**config.mk**
```make
export PLATFORM = sky130hd
export DESIGN_NAME = rf_mode_switch_ctrl
export DESIGN_NICKNAME = d
export VERILOG_FILES = /design/src/rtl/rf_mode_switch_ctrl.sv
export SDC_FILE = /design/constraint.sdc
export NUM_CORES = 1
export LEC_CHECK = 0
export BUFFER_PORTS_ARGS = -buffer_cell sky130_fd_sc_hd__buf_2
export CORE_MARGIN = 2
export CORE_UTILIZATION = 50
export CTS_BUF_LIST = sky130_fd_sc_hd__clkbuf_8
export DETAILED_ROUTE_END_ITERATION = 16
export PLACE_DENSITY = 0.67
export RECOVER_POWER = 50
export SETUP_SLACK_MARGIN = 0.3
export SLEW_MARGIN = 30
export SYNTH_ARGS = -nofsm -noshare
export SYNTH_HDL_FRONTEND = slang
export SYNTH_SLANG_ARGS = --single-unit
```
**constraint.sdc**
```tcl
create_clock -name internal_clk -period 5.45 [get_ports internal_clk]
set_input_delay 1.3625 -clock internal_clk [delete_from_list [all_inputs] [get_ports internal_clk]]
set_output_delay 1.3625 -clock internal_clk [all_outputs]
set_load 0.1 [all_outputs]
```
**src/rtl/rf_mode_switch_ctrl.sv**
```systemverilog
// Mode-pin controller: synchronise and debounce the request, apply it only while the datapath is idle,
// and hold AUX low for the init window and on every stand-by exit. Optional macro: RF_MODE_CTRL_TIMEOUT_EN.
module rf_mode_switch_ctrl #(
    parameter int unsigned MODE_W         = 2,
    parameter int unsigned DEFAULT_MODE   = 3,
    parameter int unsigned STANDBY_MODE   = 3,
    parameter int unsigned INIT_CYCLES    = 10000,
    parameter int unsigned SWITCH_CYCLES  = 10000,
    parameter int unsigned SETTLE_CYCLES  = 4,
    parameter int unsigned TIMEOUT_CYCLES = 50000
) (
    input  logic              internal_clk,
    input  logic              rst_n,
    input  logic [MODE_W-1:0] mode_req,
    input  logic              AUX_state_ctrl,
    output logic [MODE_W-1:0] mode_sync,
    output logic              AUX_mode_ctrl,
    output logic              mode_changed,
    output logic              switch_pending
`ifdef RF_MODE_CTRL_TIMEOUT_EN
    ,
    output logic              force_switch
`endif
);

    localparam int unsigned MAX_AB  = (INIT_CYCLES > SWITCH_CYCLES) ? INIT_CYCLES : SWITCH_CYCLES;
    localparam int unsigned MAX_CD  = (SETTLE_CYCLES > TIMEOUT_CYCLES) ? SETTLE_CYCLES : TIMEOUT_CYCLES;
    localparam int unsigned CNT_MAX = (MAX_AB > MAX_CD) ? MAX_AB : MAX_CD;
    localparam int unsigned CNT_W   = $clog2(CNT_MAX + 1);

    localparam logic [MODE_W-1:0] DEF_M       = MODE_W'(DEFAULT_MODE);
    localparam logic [MODE_W-1:0] STBY_M      = MODE_W'(STANDBY_MODE);
    localparam logic [CNT_W-1:0]  INIT_LAST   = CNT_W'(INIT_CYCLES - 1);
    localparam logic [CNT_W-1:0]  SWITCH_LAST = CNT_W'(SWITCH_CYCLES - 1);
    localparam logic [CNT_W-1:0]  SETTLE_MAX  = CNT_W'(SETTLE_CYCLES);
    localparam logic [CNT_W-1:0]  SETTLE_LAST = CNT_W'(SETTLE_CYCLES - 1);

    typedef enum logic [1:0] {
        ST_INIT   = 2'd0,
        ST_IDLE   = 2'd1,
        ST_SWITCH = 2'd2
    } state_t;

    state_t             r_state, w_state_nxt;
    logic [MODE_W-1:0]  r_sync1, r_req_s, r_stable_req;
    logic [CNT_W-1:0]   r_settle_cnt;
    logic [CNT_W-1:0]   r_cnt, w_cnt_nxt;
    logic [MODE_W-1:0]  r_mode_sync, w_mode_nxt, r_mode_prev;
    logic               r_aux, w_aux_nxt;
    logic               r_mode_changed, r_switch_pending;
    logic               w_want;
    logic               w_allow;

    // Front end: 2-flop synchroniser plus settle counter; stable_req only follows a request held SETTLE_CYCLES
    always_ff @(posedge internal_clk or negedge rst_n) begin
        if (!rst_n) begin
            r_sync1      <= DEF_M;
            r_req_s      <= DEF_M;
            r_settle_cnt <= '0;
            r_stable_req <= DEF_M;
        end else begin
            r_sync1 <= mode_req;
            r_req_s <= r_sync1;
            if (r_sync1 != r_req_s) begin
                r_settle_cnt <= '0;
            end else if (r_settle_cnt != SETTLE_MAX) begin
                r_settle_cnt <= r_settle_cnt + CNT_W'(1);
                if (r_settle_cnt == SETTLE_LAST) begin
                    r_stable_req <= r_req_s;
                end
            end
        end
    end

    assign w_want = (r_stable_req != r_mode_sync);

`ifdef RF_MODE_CTRL_TIMEOUT_EN
    localparam logic [CNT_W-1:0] TIMEOUT_LAST = CNT_W'(TIMEOUT_CYCLES - 1);

    logic [CNT_W-1:0] r_wait_cnt;
    logic             r_force;
    logic             w_wait_run;
    logic             w_timeout;

    assign w_wait_run = (r_state == ST_IDLE) && r_switch_pending && !AUX_state_ctrl && w_want;
    assign w_timeout  = w_wait_run && (r_wait_cnt == TIMEOUT_LAST);
    assign w_allow    = AUX_state_ctrl || w_timeout;

    // Busy-wait counter; cleared by the switch itself or by the request going away
    always_ff @(posedge internal_clk or negedge rst_n) begin
        if (!rst_n) begin
            r_wait_cnt <= '0;
            r_force    <= 1'b0;
        end else begin
            r_force <= w_timeout;
            if (w_wait_run && !w_timeout) begin
                r_wait_cnt <= r_wait_cnt + CNT_W'(1);
            end else begin
                r_wait_cnt <= '0;
            end
        end
    end

    assign force_switch = r_force;
`else
    assign w_allow = AUX_state_ctrl;
`endif

    // Next-state logic; the shared counter times both the init and the stand-by exit windows
    always_comb begin
        w_state_nxt = r_state;
        w_cnt_nxt   = r_cnt;
        w_mode_nxt  = r_mode_sync;
        w_aux_nxt   = r_aux;
        case (r_state)
            ST_INIT: begin
                if (r_cnt == INIT_LAST) begin
                    w_aux_nxt   = 1'b1;
                    w_cnt_nxt   = '0;
                    w_state_nxt = ST_IDLE;
                end else begin
                    w_cnt_nxt = r_cnt + CNT_W'(1);
                end
            end
            ST_IDLE: begin
                if (w_want && w_allow) begin
                    w_mode_nxt = r_stable_req;
                    if ((r_mode_sync == STBY_M) && (r_stable_req != STBY_M)) begin
                        w_aux_nxt   = 1'b0;
                        w_cnt_nxt   = '0;
                        w_state_nxt = ST_SWITCH;
                    end
                end
            end
            ST_SWITCH: begin
                if (r_cnt == SWITCH_LAST) begin
                    w_aux_nxt   = 1'b1;
                    w_cnt_nxt   = '0;
                    w_state_nxt = ST_IDLE;
                end else begin
                    w_cnt_nxt = r_cnt + CNT_W'(1);
                end
            end
            default: begin
                w_state_nxt = ST_INIT;
                w_cnt_nxt   = '0;
                w_aux_nxt   = 1'b0;
            end
        endcase
    end

    always_ff @(posedge internal_clk or negedge rst_n) begin
        if (!rst_n) begin
            r_state          <= ST_INIT;
            r_cnt            <= '0;
            r_mode_sync      <= DEF_M;
            r_mode_prev      <= DEF_M;
            r_aux            <= 1'b0;
            r_mode_changed   <= 1'b0;
            r_switch_pending <= 1'b0;
        end else begin
            r_state          <= w_state_nxt;
            r_cnt            <= w_cnt_nxt;
            r_mode_sync      <= w_mode_nxt;
            r_mode_prev      <= r_mode_sync;
            r_aux            <= w_aux_nxt;
            r_mode_changed   <= (r_mode_sync != r_mode_prev);
            r_switch_pending <= w_want;
        end
    end

    assign mode_sync      = r_mode_sync;
    assign AUX_mode_ctrl  = r_aux;
    assign mode_changed   = r_mode_changed;
    assign switch_pending = r_switch_pending;

endmodule

```
Word level (Yosys, flattened, before mapping). Index checks and enable logic that the tools add are counted.

$add $sub $neg: 2. Eq/ne operators: 13. Muxes and demuxes: 14. Bitwise gates (word level): 1. Reduce and logical (&&, ||, !) cells: 9.

Operators by type and width (number): 16-bit 2-to-1 mux (5); 16-bit by 1-bit adder with 16-bit output (second input constant) (2); 16-bit case mux with 2 select lines (1); 16-bit by 14-bit == test with 1-bit output (second input constant) (1); 16-bit by 2-bit == test with 1-bit output (second input constant) (1); 16-bit by 3-bit inequality test with 1-bit output (second input constant) (1); 2-bit 2-to-1 mux (3); 2-bit inequality test (3); 2-bit inequality test (second input constant) (3); 3-bit AND reduction (2); 2-bit == test (second input constant) (2); 2-bit case mux with 2 select lines (1); 2-bit AND reduction (2); 1-bit 2-to-1 mux (3); 2-bit by 1-bit == test with 1-bit output (second input constant) (1); 1-bit logical AND (2); 2-bit zero test (1); 2-bit by 1-bit inequality test with 1-bit output (second input constant) (1); 1-bit case mux with 2 select lines (1); 2-bit nonzero test (1); 2-bit OR reduction (1); 1-bit inverter (1).

Register bits: 47. Input bits: 5. Output and inout port bits: 5. Logic and storage cells: 50.

Depth between registers and ports, before layout.
Depth in word-level cells: 5. Depth in mapped cells: 7. Depth with buffers taken out: 6.

Worst setup path before layout. OpenSTA, ideal clock, no wires.

Path kind: flip-flop to output port. Start point: register, netlist name r_state[0]. End point: output AUX_mode_ctrl. Arrival time: 980 ps. Data required time: 4088 ps. Path slack: 3107 ps. Cell stages (with the launch flop): 1. Buffers on the path: 0. Cell sequence: dfrtp_1.

RTL lines: end: declaration (RTL line 17) `output logic AUX_mode_ctrl,`.

==> results.sh <==
export IMPL_pin_count=10
export IMPL_seq_area_frac_synth_pct=52.0
export IMPL_grt_usage_pct=17.2
export IMPL_antenna_found_initial=0
export IMPL_p_int_w=0.000617
export IMPL_sw_frac_of_total_pct=39.5
export IMPL_dp_cells=274
export IMPL_drt_pass1_iterations=4
export IMPL_synth_top_family_by_area="simple AND/OR/NAND/NOR gates"
export IMPL_synthXorXnorAreaFrac_pct=7.82
export IMPL_vdd_drop_max_uv=230
export IMPL_dp_slack_ns=2.90
export IMPL_grt_max_degree=47
export IMPL_synth_area_mux_share_pct=4.25
export IMPL_synth_fp_nets=228
export IMPL_hp_start="r_sync1[0]"
export IMPL_detail_route_wl_per_cell_um=13.6
export IMPL_rsz0062_at_grt="no"
export IMPL_hp_class="register to register"
export IMPL_cts_root_buf="clkbuf_8"
export IMPL_cts_sinks=46
export IMPL_start_kind="primary input"
export IMPL_syn_inst=220
export IMPL_clock_power_share_pct=21.0
export IMPL_die_w_um=70.9
export IMPL_power_leakage_nw=0.992
export IMPL_ys_types=42
export IMPL_die_area_sq_um=5030
export IMPL_clk_latency_ns=0.30
export IMPL_dr_total_vias=1588
export IMPL_cts_resized=0
export IMPL_drive_above_1_share_pct=16.1
export IMPL_power_w=0.00102
export IMPL_worst_slack_ns=2.41
export IMPL_portBuffers=9
export IMPL_critPathSlowestCell="clkbuf_1"
export IMPL_clockBufferDepth=2
export IMPL_async_flop_share_pct=100
export IMPL_critical_path_class="primary input to asynchronous set/reset pin"
export IMPL_worst_slew_margin_rel_pct=-52.8
export IMPL_cts_hold_buf=0
export IMPL_endpoint_kind="asynchronous set/reset pin"
export IMPL_pwr_share_seq_pct=50.4
export IMPL_wirelength_mm=3.83
export IMPL_grt_pass1_vias=1517
export IMPL_outcome="complete, but fails checks"
export IMPL_synth_top_area_share_pct=40.2
export IMPL_mappedNetlistArea_sq_um=2240
export IMPL_path_clk_slew_ns=0.08
export IMPL_hold_violations=0
export IMPL_final_common_cell="dfrtp_1"
export IMPL_syn_avg_cell_area_sq_um=10.2
export IMPL_drc=0
export IMPL_synth_flop_cell="dfrtp_1"
export IMPL_cap_violations=1
export IMPL_final_cell_mix="dfrtp_1 (36), nor2_1 (25), nand2_1 (21)"
export IMPL_synth_edf_count=0
export IMPL_synth_simple_area_share_pct=23.2
export IMPL_initial_core_util_pct=51.8
export IMPL_ant_nets=0
export IMPL_path_buf_inv=1
export IMPL_drtIter0Drc=74
export IMPL_globalplace_congestion=0.832
export IMPL_post_dp_hpwl_mm=2.54
export IMPL_worst_ep_required_time_ns=5.39
export IMPL_fin_crit_ns=3.04
export IMPL_synth_compound_area_share_pct=8.32
export IMPL_skew_ns=0.00847
export IMPL_r2r_start="r_cnt[0]"
export IMPL_n_antenna_cell=0
export IMPL_cts_tree="done"
export IMPL_setup_tns_ns=0
export IMPL_nNetsFinal=237
export IMPL_rows=24
export IMPL_die_y_um=70.9
export IMPL_cp_data_arrival_time_ns=2.99
export IMPL_cellPowerDensity_nw_per_um2=425
export IMPL_grt_overflow_total=0
export IMPL_ys_top_cells_by_area="dfrtp_1 (40%), dfstp_2 (12%), nor2_1 (4.2%), xnor2_1 (3.9%), xor2_1 (3.9%)"
export IMPL_post_cts_setup_buffers=0
export IMPL_failed_checks="max-capacitance violations, max-slew violations"
export IMPL_synth_area_leader_cell="dfrtp_1"
export IMPL_area_growth_syn_to_layout_pct=7.09
export IMPL_synth_ff_latch_count=46
export IMPL_synth_warnings=0
export IMPL_timing_fmax_mhz=329
export IMPL_viasPerCell=5.63
export IMPL_setup_violations=0
export IMPL_critPathTopFamily="buffers and inverters"
export IMPL_fin_cells=282
export IMPL_path_cells="clkbuf_1"
export IMPL_grt_pass1_wl_mm=6.91
export IMPL_max_stage_delay_ns=1.60
export IMPL_worstMarginPinSlew_ns=2.29
export IMPL_min_period_over_period_pct=55.9
export IMPL_core_sq_um=4320
export IMPL_numCtsBuffers=5
export IMPL_crit_start="rst_n"
export IMPL_htree_levels=2
export IMPL_whs_ns=0.386
export IMPL_synth_adder_area_share_pct=1.68
export IMPL_switchingPower_w=0.000402
export IMPL_pwr_share_comb_pct=28.6
export IMPL_finalMaxSlewViolations=47
export IMPL_worst_path_max_fanout=46
==> logic make-up (layout without fill, tap and decap cells) <==
group                      count (synthesis)  after routing
xor gates and xnor gates                  20             20
DFF                                       46             46
muxes                                      9              9
buffers and inverters                     12             22
and+or+nand+nor                           99             99
AOI/OAI and AO/OA                         31             31
adders and majority gates                  3              3
==> registers in the layout (all words and copies together), names as in the netlist <==
name and flops:
switch_pending 1, mode_changed 1, r_req_s 2, r_cnt 16, r_sync1 2, r_stable_req 2
r_mode_prev 2, r_settle_cnt 16, r_state 2, mode_sync 2
==> layout make-up <==
class | instances | area [sq um]
timing repair buffer | 9 | 43.8
inverter | 5 | 18.8
fill | 387 | 1930
sequential | 46 | 1160
clock buffer | 5 | 68.8
tap | 52 | 65.1
multi-input combinational | 162 | 1010
clock inverter | 3 | 23.8
==> stage by stage <==
stage,cell area (sq um),util [%]
after global routing,2400,55.5
after floorplan,2240,-
after CTS,2400,55.6
final,2400,55.5
after detailed placement,2310,53.4
after global placement,2310,53.4
==> layer usage <==
metal	global-route usage, %	routed length [um]
met5	0	0
met1	24.2	1930
met4	5.66	36
met3	5.56	122
met2	25.5	1740
==> Yosys cell counts, types with 2 or more instances <==
master    count
ha_1          3
nand2_1      21
clkbuf_1      4
and3_1        4
o21ai_0       9
a22o_2        2
nor4_1        4
nor2_1       25
xnor2_1      10
nand3_1      15
mux2_2        4
mux2i_1       5
nand4_1       5
xor2_1       10
a21oi_1      11
nor2b_1       3
or3_2         3
buf_6         2
dfstp_2      10
nor3_1        4
dfrtp_1      36
or3_1         3
inv_1         5
a31oi_1       4
==> worst paths after layout <==
| check | to | depth (start not counted) | slack [ns] |
|---|---|---|---|
| setup / recovery | r_settle_cnt[10] | 1 | 2.41 |
| hold / removal | r_req_s[0] | 0 | 0.39 |
| setup reg to reg | r_cnt[6] | 6 | 3.37 |
| hold reg to reg | r_req_s[0] | 0 | 0.39 |
| max in group internal_clk | mode_sync[1] | 1 | 2.67 |
| min in group asynchronous | r_settle_cnt[6] | 1 | 1.74 |
==> power by group through the flow <==
stage                     Clock, W  Sequential, W  Combinational, W
after floorplan                  0       0.000569          0.000180
after global placement           0       0.000518          0.000288
after detailed placement         0       0.000518          0.000294
after CTS                 0.000221       0.000513          0.000295
after global routing      0.000234       0.000528          0.000324
final                     0.000214       0.000513          0.000292
Note: power is estimated with default switching activity, not from simulation.
